--- config.mk ---
export PLATFORM = sky130hd
export DESIGN_NAME = rhs_chip_emulator_flat
export DESIGN_NICKNAME = d
export VERILOG_FILES = /design/src/rtl/rhs_chip_emulator_if.sv /design/src/rtl/rhs_chip_emulator.sv /design/src/flat_wrapper.sv
export SDC_FILE = /design/constraint.sdc
export NUM_CORES = 1
export LEC_CHECK = 0
export ABC_AREA = 0
export CAP_MARGIN = 25
export CORE_MARGIN = 3
export CORE_UTILIZATION = 36
export CTS_BUF_LIST = sky130_fd_sc_hd__clkbuf_2 sky130_fd_sc_hd__clkbuf_4 sky130_fd_sc_hd__clkbuf_8
export DETAILED_ROUTE_END_ITERATION = 12
export SLEW_MARGIN = 20
export SYNTH_ARGS = -nofsm -noshare
export SYNTH_HDL_FRONTEND = slang
export SYNTH_SLANG_ARGS = --single-unit
--- constraint.sdc ---
create_clock -name clk -period 3.1 [get_ports clk]
set_clock_uncertainty 0.2 [all_clocks]
set_input_delay 0.62 -clock clk [delete_from_list [all_inputs] [get_ports clk]]
set_output_delay 0.62 -clock clk [all_outputs]
set_load 0.1 [all_outputs]
--- src/rtl/rhs_chip_emulator_if.sv ---
// SPI pin bundle between rhs_spi_master (master) and the RHS2116 emulator (slave).
interface rhs_chip_emulator_if;
  logic SCLK;
  logic CS;
  logic MOSI;
  logic MISO;

  modport master (output SCLK, output CS, output MOSI, input MISO);
  modport slave  (input SCLK, input CS, input MOSI, output MISO);
endinterface

--- src/rtl/rhs_chip_emulator.sv ---
// RHS2116 headstage emulator: oversampled SPI responder with register file and two-frame result latency.
// Optional ID ROM at READ addresses 251..254 is enabled by defining RHS_EMU_ROM_EN.
module rhs_chip_emulator (
  input  logic                 clk,
  input  logic                 rstn,
  rhs_chip_emulator_if.slave   spi,
  output logic                 cmd_valid,
  output logic [31:0]          cmd_word,
  output logic                 frame_err
);

  typedef enum logic [1:0] {IDLE, SHIFT, DONE} state_t;

  state_t      state_reg, state_next;
  logic [1:0]  sclk_sync_reg, cs_sync_reg, mosi_sync_reg;
  logic        sclk_prev_reg, cs_prev_reg;
  logic [31:0] rx_shift_reg, tx_shift_reg;
  logic [5:0]  bit_cnt_reg;
  logic [31:0] r1_reg, r2_reg;
  logic [9:0]  conv_cnt_reg;
  logic [15:0] regs_reg [16];
  logic        cmd_valid_reg, frame_err_reg;
  logic [31:0] cmd_word_reg;

  logic sclk_s, cs_s, mosi_s;
  logic sclk_rise, sclk_fall, cs_rise, cs_fall;
  logic load_tx, commit, bad_frame;

  assign sclk_s    = sclk_sync_reg[1];
  assign cs_s      = cs_sync_reg[1];
  assign mosi_s    = mosi_sync_reg[1];
  assign sclk_rise =  sclk_s & ~sclk_prev_reg;
  assign sclk_fall = ~sclk_s &  sclk_prev_reg;
  assign cs_rise   =  cs_s & ~cs_prev_reg;
  assign cs_fall   = ~cs_s &  cs_prev_reg;

  always_ff @(posedge clk or negedge rstn) begin
    if (!rstn) begin
      sclk_sync_reg <= '0;
      cs_sync_reg   <= '0;
      mosi_sync_reg <= '0;
      sclk_prev_reg <= 1'b0;
      cs_prev_reg   <= 1'b0;
    end else begin
      sclk_sync_reg <= {sclk_sync_reg[0], spi.SCLK};
      cs_sync_reg   <= {cs_sync_reg[0], spi.CS};
      mosi_sync_reg <= {mosi_sync_reg[0], spi.MOSI};
      sclk_prev_reg <= sclk_s;
      cs_prev_reg   <= cs_s;
    end
  end

  // A CS rise while IDLE (e.g. synchronizers filling after reset) is ignored.
  always_ff @(posedge clk or negedge rstn) begin
    if (!rstn) state_reg <= IDLE;
    else       state_reg <= state_next;
  end

  always_comb begin
    state_next = state_reg;
    load_tx    = 1'b0;
    commit     = 1'b0;
    bad_frame  = 1'b0;
    case (state_reg)
      IDLE: begin
        if (cs_fall) begin
          state_next = SHIFT;
          load_tx    = 1'b1;
        end
      end
      SHIFT: begin
        if (cs_rise) begin
          state_next = DONE;
          commit     = (bit_cnt_reg == 6'd32);
          bad_frame  = (bit_cnt_reg != 6'd32);
        end
      end
      DONE: begin
        if (cs_fall) begin
          state_next = SHIFT;
          load_tx    = 1'b1;
        end else begin
          state_next = IDLE;
        end
      end
      default: state_next = IDLE;
    endcase
  end

  // Command decode of the completed frame
  logic [1:0]  op;
  logic [7:0]  addr;
  logic [15:0] data;
  logic [15:0] conv_hi;
  logic [15:0] rd_data;
  logic [31:0] res;
  logic        wr_en, conv_inc, conv_clr;

  assign op      = rx_shift_reg[31:30];
  assign addr    = rx_shift_reg[23:16];
  assign data    = rx_shift_reg[15:0];
  assign conv_hi = {rx_shift_reg[21:16], conv_cnt_reg};

  always_comb begin
    rd_data = 16'h0000;
    if (addr[7:4] == 4'h0) begin
      rd_data = regs_reg[addr[3:0]];
    end else begin
      case (addr)
        8'd255: rd_data = 16'h0020;
`ifdef RHS_EMU_ROM_EN
        8'd251: rd_data = 16'h494E;
        8'd252: rd_data = 16'h5441;
        8'd253: rd_data = 16'h4E00;
        8'd254: rd_data = 16'h0001;
`endif
        default: rd_data = 16'h0000;
      endcase
    end
  end

  always_comb begin
    res      = 32'h0000_0000;
    wr_en    = 1'b0;
    conv_inc = 1'b0;
    conv_clr = 1'b0;
    case (op)
      2'b00: begin
        conv_inc = 1'b1;
        res      = {conv_hi, ~conv_hi};
      end
      2'b10: begin
        wr_en = (addr[7:4] == 4'h0);
        res   = {16'hFFFF, data};
      end
      2'b11: res = {16'h0000, rd_data};
      default: begin
        if (rx_shift_reg[29:24] == 6'h2A) begin
          conv_clr = 1'b1;
          res      = 32'h0000_0000;
        end else begin
          res      = 32'h8000_0000;
        end
      end
    endcase
  end

  always_ff @(posedge clk or negedge rstn) begin
    if (!rstn) begin
      rx_shift_reg  <= '0;
      tx_shift_reg  <= '0;
      bit_cnt_reg   <= '0;
      r1_reg        <= '0;
      r2_reg        <= '0;
      conv_cnt_reg  <= '0;
      cmd_valid_reg <= 1'b0;
      frame_err_reg <= 1'b0;
      cmd_word_reg  <= '0;
    end else begin
      cmd_valid_reg <= commit;
      frame_err_reg <= bad_frame;
      if (load_tx) begin
        tx_shift_reg <= r2_reg;
        bit_cnt_reg  <= '0;
      end else if (state_reg == SHIFT) begin
        if (sclk_rise) begin
          rx_shift_reg <= {rx_shift_reg[30:0], mosi_s};
          // Saturate one past a full word so any overlong frame stays flagged bad
          if (bit_cnt_reg != 6'd33) bit_cnt_reg <= bit_cnt_reg + 6'd1;
        end
        if (sclk_fall) tx_shift_reg <= {tx_shift_reg[30:0], 1'b0};
      end
      if (commit) begin
        r1_reg       <= res;
        r2_reg       <= r1_reg;
        cmd_word_reg <= rx_shift_reg;
        if (conv_clr)      conv_cnt_reg <= '0;
        else if (conv_inc) conv_cnt_reg <= conv_cnt_reg + 10'd1;
      end
    end
  end

  always_ff @(posedge clk or negedge rstn) begin
    if (!rstn) begin
      for (int i = 0; i < 16; i++) regs_reg[i] <= '0;
    end else if (commit && wr_en) begin
      regs_reg[addr[3:0]] <= data;
    end
  end

  assign spi.MISO  = (state_reg == SHIFT) & tx_shift_reg[31];
  assign cmd_valid = cmd_valid_reg;
  assign cmd_word  = cmd_word_reg;
  assign frame_err = frame_err_reg;

endmodule

--- src/flat_wrapper.sv ---
// flat-port wrapper written by rule: the top's interface ports become plain ports
module rhs_chip_emulator_flat 
  (clk, rstn, cmd_valid, cmd_word, frame_err, spi_SCLK, spi_CS, spi_MOSI, spi_MISO);
  rhs_chip_emulator_if spi_i ();
  input  logic clk;
  input  logic rstn;
  output logic cmd_valid;
  output logic [31:0] cmd_word;
  output logic frame_err;
  input wire logic [$bits(spi_i.SCLK)-1:0] spi_SCLK;
  input wire logic [$bits(spi_i.CS)-1:0] spi_CS;
  input wire logic [$bits(spi_i.MOSI)-1:0] spi_MOSI;
  output wire logic [$bits(spi_i.MISO)-1:0] spi_MISO;
  assign spi_i.SCLK = spi_SCLK;
  assign spi_i.CS = spi_CS;
  assign spi_i.MOSI = spi_MOSI;
  assign spi_MISO = spi_i.MISO;
  rhs_chip_emulator u_core (.clk(clk), .rstn(rstn), .spi(spi_i), .cmd_valid(cmd_valid), .cmd_word(cmd_word), .frame_err(frame_err));
endmodule
==> results of run 1 <==
cells in the final DEF, fill, tap and decap left out, types with 2 or more instances in the layout:
master	n
nand2_1	245
clkbuf_4	29
a21boi_0	3
nand3_1	5
mux4_2	64
o221ai_1	2
ha_1	4
clkinvlp_4	3
inv_6	2
o21ai_0	68
o31ai_1	19
buf_4	80
nor2b_1	2
nor2_2	6
nand2b_1	5
mux2i_1	48
a221oi_1	14
nand2_2	2
nor3_1	18
inv_1	7
nand4_1	7
dfrtp_1	441
a22o_1	2
a21oi_1	20
clkdlybuf4s50_1	3
and3_1	2
dfrtp_4	2
nor2_1	33
a31oi_1	3
xor2_1	2
buf_12	14
nor3_4	4
clkbuf_8	93
mux2_2	299
or3_1	2
clkinv_2	4
per-stage QoR:
step	total power, uW	area (um2)
2_1_floorplan	6460	19400
3_3_place_gp	6760	20800
3_5_place_dp	6780	20800
4_1_cts	12200	22300
5_1_grt	12600	22300
6_report	12000	22300
worst register-to-register path, delay by kind of cell, from the launching register on:
kind | cells | cell delay [ns]
flip-flops | 1 | 0.44
multiplexers | 1 | 0.47
AND/OR/NAND/NOR | 4 | 1.58
report_power, final:
group / switching [uW] / internal (uW) / leakage [uW]
Sequential: 311 / 5910 / 0.00617
Clock: 2300 / 3050 / 0.000827
Combinational: 276 / 164 / 0.00363
synth_stat cells (2+ instances only):
cell / instances
a21boi_0: 3
a21oi_1: 20
a221oi_1: 14
a22o_1: 2
a31oi_1: 3
and3_1: 2
buf_1: 13
buf_2: 22
buf_4: 3
clkbuf_1: 82
dfrtp_1: 444
ha_1: 4
inv_1: 7
mux2_2: 299
mux2i_1: 48
mux4_2: 64
nand2_1: 245
nand2_2: 2
nand2b_1: 5
nand3_1: 6
nand4_1: 7
nor2_1: 34
nor2_2: 6
nor2b_1: 2
nor3_1: 19
nor3_4: 4
nor4bb_1: 2
o21ai_0: 68
o221ai_1: 2
o31ai_1: 19
or3_1: 2
xor2_1: 2
routing by layer:
layer | vias to the layer above | GRT usage | wire (um)
li1 | 5354 | - | -
met1 | 6160 | 0.211 | 19900
met2 | 180 | 0.270 | 21500
met3 | 60 | 0.0321 | 1880
met4 | 0 | 0.0519 | 866
met5 | - | 0 | 0
path summary, 6_finish.rpt:
kind,from,cells after the start,end,slack (ns)
max,u_core.rx_shift_reg[20],5,u_core.regs_reg[61],0.30
min,u_core.mosi_sync_reg[0],0,u_core.mosi_sync_reg[1],0.14
max reg2reg,u_core.rx_shift_reg[20],5,u_core.regs_reg[61],0.30
min reg2reg,u_core.mosi_sync_reg[0],0,u_core.mosi_sync_reg[1],0.14
max in group asynchronous,rstn,4,u_core.regs_reg[231],1.46
min in group asynchronous,rstn,2,u_core.r1_reg[31],0.36
cell families (layout without fill, tap and decap cells):
logic type | after synthesis | after routing | synth area share
adders and majority gates | 4 | 4 | 0.00258
xor gates and xnor gates | 3 | 3 | 0.00135
AOI/OAI and AO/OA | 134 | 134 | 0.0415
muxes | 412 | 412 | 0.273
DFF | 444 | 444 | 0.572
buffers and inverters | 128 | 238 | 0.0267
and+or+nand+nor | 351 | 351 | 0.0824
area by class of cell:
| type | instances | share of cell area |
|---|---|---|
| sequential | 444 | 0.498 |
| clock inverter | 9 | 0.00269 |
| inverter | 8 | 0.00134 |
| tap | 688 | 0.0385 |
| timing repair buffer | 99 | 0.0419 |
| clock buffer | 122 | 0.0671 |
| multi-input combinational | 904 | 0.351 |
timing repair:
item,in CTS,in global routing
setup endpoints to repair,0,0
hold buffers,1,0
hold endpoints to repair,53,0
==> summary.txt, run 1 <==
Global route
  • Total Routing Usage GR: 0.161
  • Number of global-route vias before repair: between 10,000 and 15,000
  • Grt ovf: 0
  • First-pass GRT wire length: 71.9 mm
  • Antenna violations before repair: 0
  • Largest net degree at the start of global routing: 96

STA
  • Worst Tran Pin Value: roughly 0.75 ns
  • Post-route worst setup slack: about 0.30 ns
  • Final period utilization: 0.902
  • Hold_ws: between 0.1 and 0.15 ns
  • Setup Viol. Count Final: 0
  • Rel. slew slack: 0.500
  • Final hold vios: 0
  • Setup_tns: 0 ns
  • Unrepaired setup endpoints after global routing: no
  • Clock period minus worst slack: roughly 2.8 ns
  • Pins over their slew limit: 0
  • Fmax: 358 MHz

Pwr
  • Worst VDD drop: approximately 0.00022 V
  • Leak pwr: around 0.011 uW
  • Cell Pwr Density: 538 nW/um2

Yosys
  • Synth unique cells: 53
  • Post-Syn Nets: between 1,000 and 1,500
  • Synthesized area: ~19,000 um2
  • FF+latch count, synth: ~440
  • Syn avg cell area: 13.2 um2
  • Most area-consuming cells after synthesis: dfrtp_1 (57%), mux2_2 (17%), mux4_2 (7.4%)
  • Synth top area share: 0.572
  • Sequential share of the synthesized area: 0.572
  • Synth async-reset ratio: 1.00
  • Mapped Cells: approximately 1,500
  • Largest area contributor in the synthesized netlist: dfrtp_1
  • Yosys warns: 0
  • Main synth FF type: dfrtp_1
  • EDFF count, synth: 0

Cells and area
  • FF+latch area: approximately 11,000 um2
  • Syn-to-layout area delta: 15.0%
  • Layout Utilization: 0.422
  • Fill count: between 4,000 and 5,000
  • Proportion of layout cells with a drive suffix above 1: 0.390
  • Nets@finish: between 1,500 and 2,000
  • Non-filler instance count after layout: between 2,000 and 2,500
  • Area taken by multi-input logic gates: between 7000 and 8000 um2
  • Max reg flops: between 200 and 300
  • N_diodes: 0

Routing
  • Number of iterations in the first detailed-routing pass: 5
  • Drt wl/cell: a little under 20 um
  • Starting DRC count in detailed routing: ~540
  • Number of routed nets with antenna violations: 0
  • Vias per cell: roughly 5.2
  • Routed wire length: 44.1 mm
  • Vias: roughly 12,000
  • DRC: 0

Clock tree
  • Clk_lat worst skew: around 0.64 ns
  • CTS resizes: 0
  • Root Buffer: clkbuf_8
  • TritonCTS clock tree: built
  • Post-CTS Setup Inserts: 0
  • Clock Path Buffers: 3
  • Worst-path clk slew: roughly 0.06 ns
  • # clock sinks: roughly 440
  • Cts bufs inserted: 75
  • CTS H-tree depth: 3

Critical path
  • Max stage delay on crit path: 0.58 ns
  • Startpoint Class: register
  • Crit path buf inv count: 0
  • Worst-path maximum fanout: 16
  • Req. time, crit path: 3.42 ns
  • Setup CP Type: reg -> reg
  • Slowest cell on crit path: or4_4
  • Delay-heaviest family, CP: simple AND/OR/NAND/NOR gates
  • Crit-path cells: or4_4, nor3_4, nor3b_4, nand4_4, mux2_1
  • CP arrival: 3.12 ns
  • CP endpoint kind: register

Die
  • Initial Util: 0.366
  • FP Rows: 84
  • Die width: roughly 240 um
  • Die ar.: ~57,000 um2
  • Die Y: 238 um
  • Core Footprint: about 53,000 um2
  • Io pins: 40

Min path
  • Type of the worst min-delay path: reg -> reg

Flow run
  • Max-Cap Viols: 0

Place
  • Port bufs: 39
  • RePlAce Congestion: 0.779
  • DP Worst Slack: between 0.3 and 0.4 ns
  • Placed insts: approximately 2,100
  • DP Wirelength: roughly 27 mm

Outcome
  • Status: finished clean
(Power assumes the default switching activity.)
==> inputs of run 2 (changes only) <==
- CTS_CLUSTER_DIAMETER: default -> 200
- PLACE_DENSITY: default -> 0.59
==> summary.txt, run 2 (synthesis results as in run 1) <==
Critical path
  • Setup CP Type: reg -> reg
  • CP arrival: 3.20 ns (+0.08 ns)
  • Reg-to-reg critical path endpoint: u_core.regs_reg[61]
  • Delay-heaviest family, CP: simple AND/OR/NAND/NOR gates
  • Startpoint Class: register
  • Worst-path maximum fanout: 16 (unchanged)
  • FF-to-FF setup slack: 0.20 ns (-0.10 ns)
  • Reg2reg start: u_core.rx_shift_reg[20]
  • Slowest cell on crit path: or4_4
  • R2R depth: 5 (unchanged)
  • Crit path buf inv count: 0 (unchanged)
  • Max stage delay on crit path: 0.57 ns (about the same)
  • CP endpoint kind: register
  • Crit-path cells: or4_4, nor3_4, nor3b_4, nand4_4, mux2_1
  • Req. time, crit path: 3.40 ns (-0.02 ns)

Flow run
  • Max-Cap Viols: 0 (unchanged)

Routing
  • Vias per cell: 5.14 (-0.63%)
  • Number of routed nets with antenna violations: 0 (unchanged)
  • Drt wl/cell: 19.4 um (about the same)
  • Vias: 11,700 (-0.41%)
  • Routed wire length: 44.3 mm (+0.32%)
  • DRC: 0 (unchanged)
  • Starting DRC count in detailed routing: 675 (+25%)
  • Number of iterations in the first detailed-routing pass: 5 (unchanged)

Global route
  • Total Routing Usage GR: 0.162 (+0.00104)
  • Grt ovf: 0 (unchanged)
  • Number of global-route vias before repair: 12,500 (-0.49%)
  • Largest net degree at the start of global routing: 83 (-14%)
  • First-pass GRT wire length: 72.2 mm (+0.44%)
  • Antenna violations before repair: 0 (unchanged)

Pwr
  • Worst VDD drop: 0.000255 V (+18%)
  • Leak pwr: 0.0107 uW (+0.38%)
  • Overall power: 12,000 uW (+0.22%)
  • Cell Pwr Density: 537 nW/um2 (-0.16%)

Die
  • Core Footprint: 53,000 um2 (unchanged)
  • Initial Util: 0.366 (unchanged)
  • Die Y: 238 um (unchanged)
  • Die width: 238 um (unchanged)
  • FP Rows: 84 (unchanged)
  • Io pins: 40 (unchanged)
  • Die ar.: 56,700 um2 (unchanged)

Clock tree
  • CTS resizes: 0 (unchanged)
  • Clock Path Buffers: 3 (unchanged)
  • Post-CTS Setup Inserts: 0 (unchanged)
  • # clock sinks: 444 (unchanged)
  • Cts bufs inserted: 76 (+1.3%)
  • Worst-path clk slew: 0.06 ns (about the same)
  • CTS H-tree depth: 3 (unchanged)
  • TritonCTS clock tree: built
  • Root Buffer: clkbuf_8
  • Clk_lat worst skew: 0.65 ns (about the same)

Place
  • DP Wirelength: 27.6 mm (+2.0%)
  • Port bufs: 39 (unchanged)
  • RePlAce Congestion: 0.754 (-3.2%)

Cells and area
  • Fill count: 4,923 (-0.77%)
  • Max reg flops: 256 (unchanged)
  • N_diodes: 0 (unchanged)
  • Nets@finish: 1,547 (+0.39%)
  • Commonest non-fill, non-tap cell in the layout: dfrtp_1
  • Syn-to-layout area delta: 15.5%
  • Proportion of layout cells with a drive suffix above 1: 0.392 (+0.00192)
  • Commonest non-fill, non-tap cells in the layout: dfrtp_1 (441), mux2_2 (299), nand2_1 (245)

STA
  • Unrepaired setup endpoints after global routing: no
  • Final period utilization: 0.935 (+0.0329)
  • Setup Viol. Count Final: 0 (unchanged)
  • Worst Tran Pin Value: 0.763 ns (+0.0128 ns)
  • Rel. slew slack: 0.491 (-0.00852)
  • Clock period minus worst slack: 2.90 ns (+0.102 ns)
  • Pins over their slew limit: 0 (unchanged)
  • Fmax: 345 MHz (-3.5%)
  • Hold_ws: 0.150 ns (+0.00597 ns)
  • Final hold vios: 0 (unchanged)
  • Setup_tns: 0 ns (unchanged)

Min path
  • Hold path cells: 0 (unchanged)
  • Worst Hold Endpoint: u_core.mosi_sync_reg[1]
  • Type of the worst min-delay path: reg -> reg
  • Min-Delay Startpoint: u_core.mosi_sync_reg[0]

Outcome
  • Status: finished clean
-- run 2: changes by cell type in the layout (fill, tap and decap cells not counted) --
cell        before  now
buf_4           80   81
inv_6            2    1
clkbuf_8        93   95
clkbuf_4        29   22
buf_12          14   18
clkinvlp_4       3    4
clkinv_2         4    9
-- run 2: per-stage QoR --
step / cell area, um2 / utilization / std cells / setup slack, ns
after floorplan: 19400 / - / 1476 / 0.402
after global placement: 20900 / 0.394 / 2147 / 0.340
after detailed placement: 20900 / 0.394 / 2147 / 0.241
after CTS: 22400 / 0.423 / 2279 / 0.204
after global routing: 22400 / 0.423 / 2279 / 0.100
final: 22400 / 0.423 / 2279 / 0.203
-- run 2: metal layers --
layer / track usage / vias up / routed length (um) / part of all wire
met4: 0.0480 / 0 / 697 / 0.016
met5: 0 / - / 0 / 0
met2: 0.264 / 171 / 21200 / 0.48
li1: - / 5367 / - / -
met1: 0.221 / 6113 / 20600 / 0.46
met3: 0.0325 / 55 / 1830 / 0.041
-- run 2: worst reg2reg max path, stage by stage (launching register included) --
cell and delay (ns):
dfrtp_1 0.44, or4_4 0.57, nor3_4 0.25, nor3b_4 0.42, nand4_4 0.40, mux2_1 0.47
-- run 2: timing repair --
action / in CTS / in global routing
hold endpoints to repair: 53 / 0
setup endpoints to repair: 0 / 0
hold buffers: 1 / 0
-- run 2: report_power, final --
part           internal, uW  switching (uW)  leakage (uW)
combinational           177             301       0.00368
clock                  3020            2350      0.000825
sequential             5910             279       0.00617
total                  9110            2930        0.0107
-- run 2: final cells by class --
type                    count  area [um2]  area share
flip-flops and latches    444       11100       0.496
multi-input cells         904        7830       0.349
clock buffers             117        1470      0.0657
repair buffers            104        1020      0.0457
well taps                 688         861      0.0384
clock inverters            14        83.8     0.00374
inverters                   8        30.0     0.00134
-- run 2: how the worst max path moves through the flow --
stage | startpoint | to | slack (ns) | cells past startpoint
after floorplan | u_core.rx_shift_reg[16] | u_core.r1_reg[10] | 0.40 | 6
after global placement | u_core.rx_shift_reg[20] | u_core.regs_reg[61] | 0.34 | 5
after detailed placement | u_core.rx_shift_reg[20] | u_core.regs_reg[61] | 0.24 | 5
after CTS | u_core.rx_shift_reg[20] | u_core.regs_reg[61] | 0.20 | 5
after global routing | u_core.rx_shift_reg[20] | u_core.regs_reg[61] | 0.10 | 5
final | u_core.rx_shift_reg[20] | u_core.regs_reg[61] | 0.20 | 5
==> inputs of run 3 (changes only) <==
- SLEW_MARGIN: 20 -> 10
==> results of run 3 <==
Final layout, timing and power as in run 2 (identical DEF).
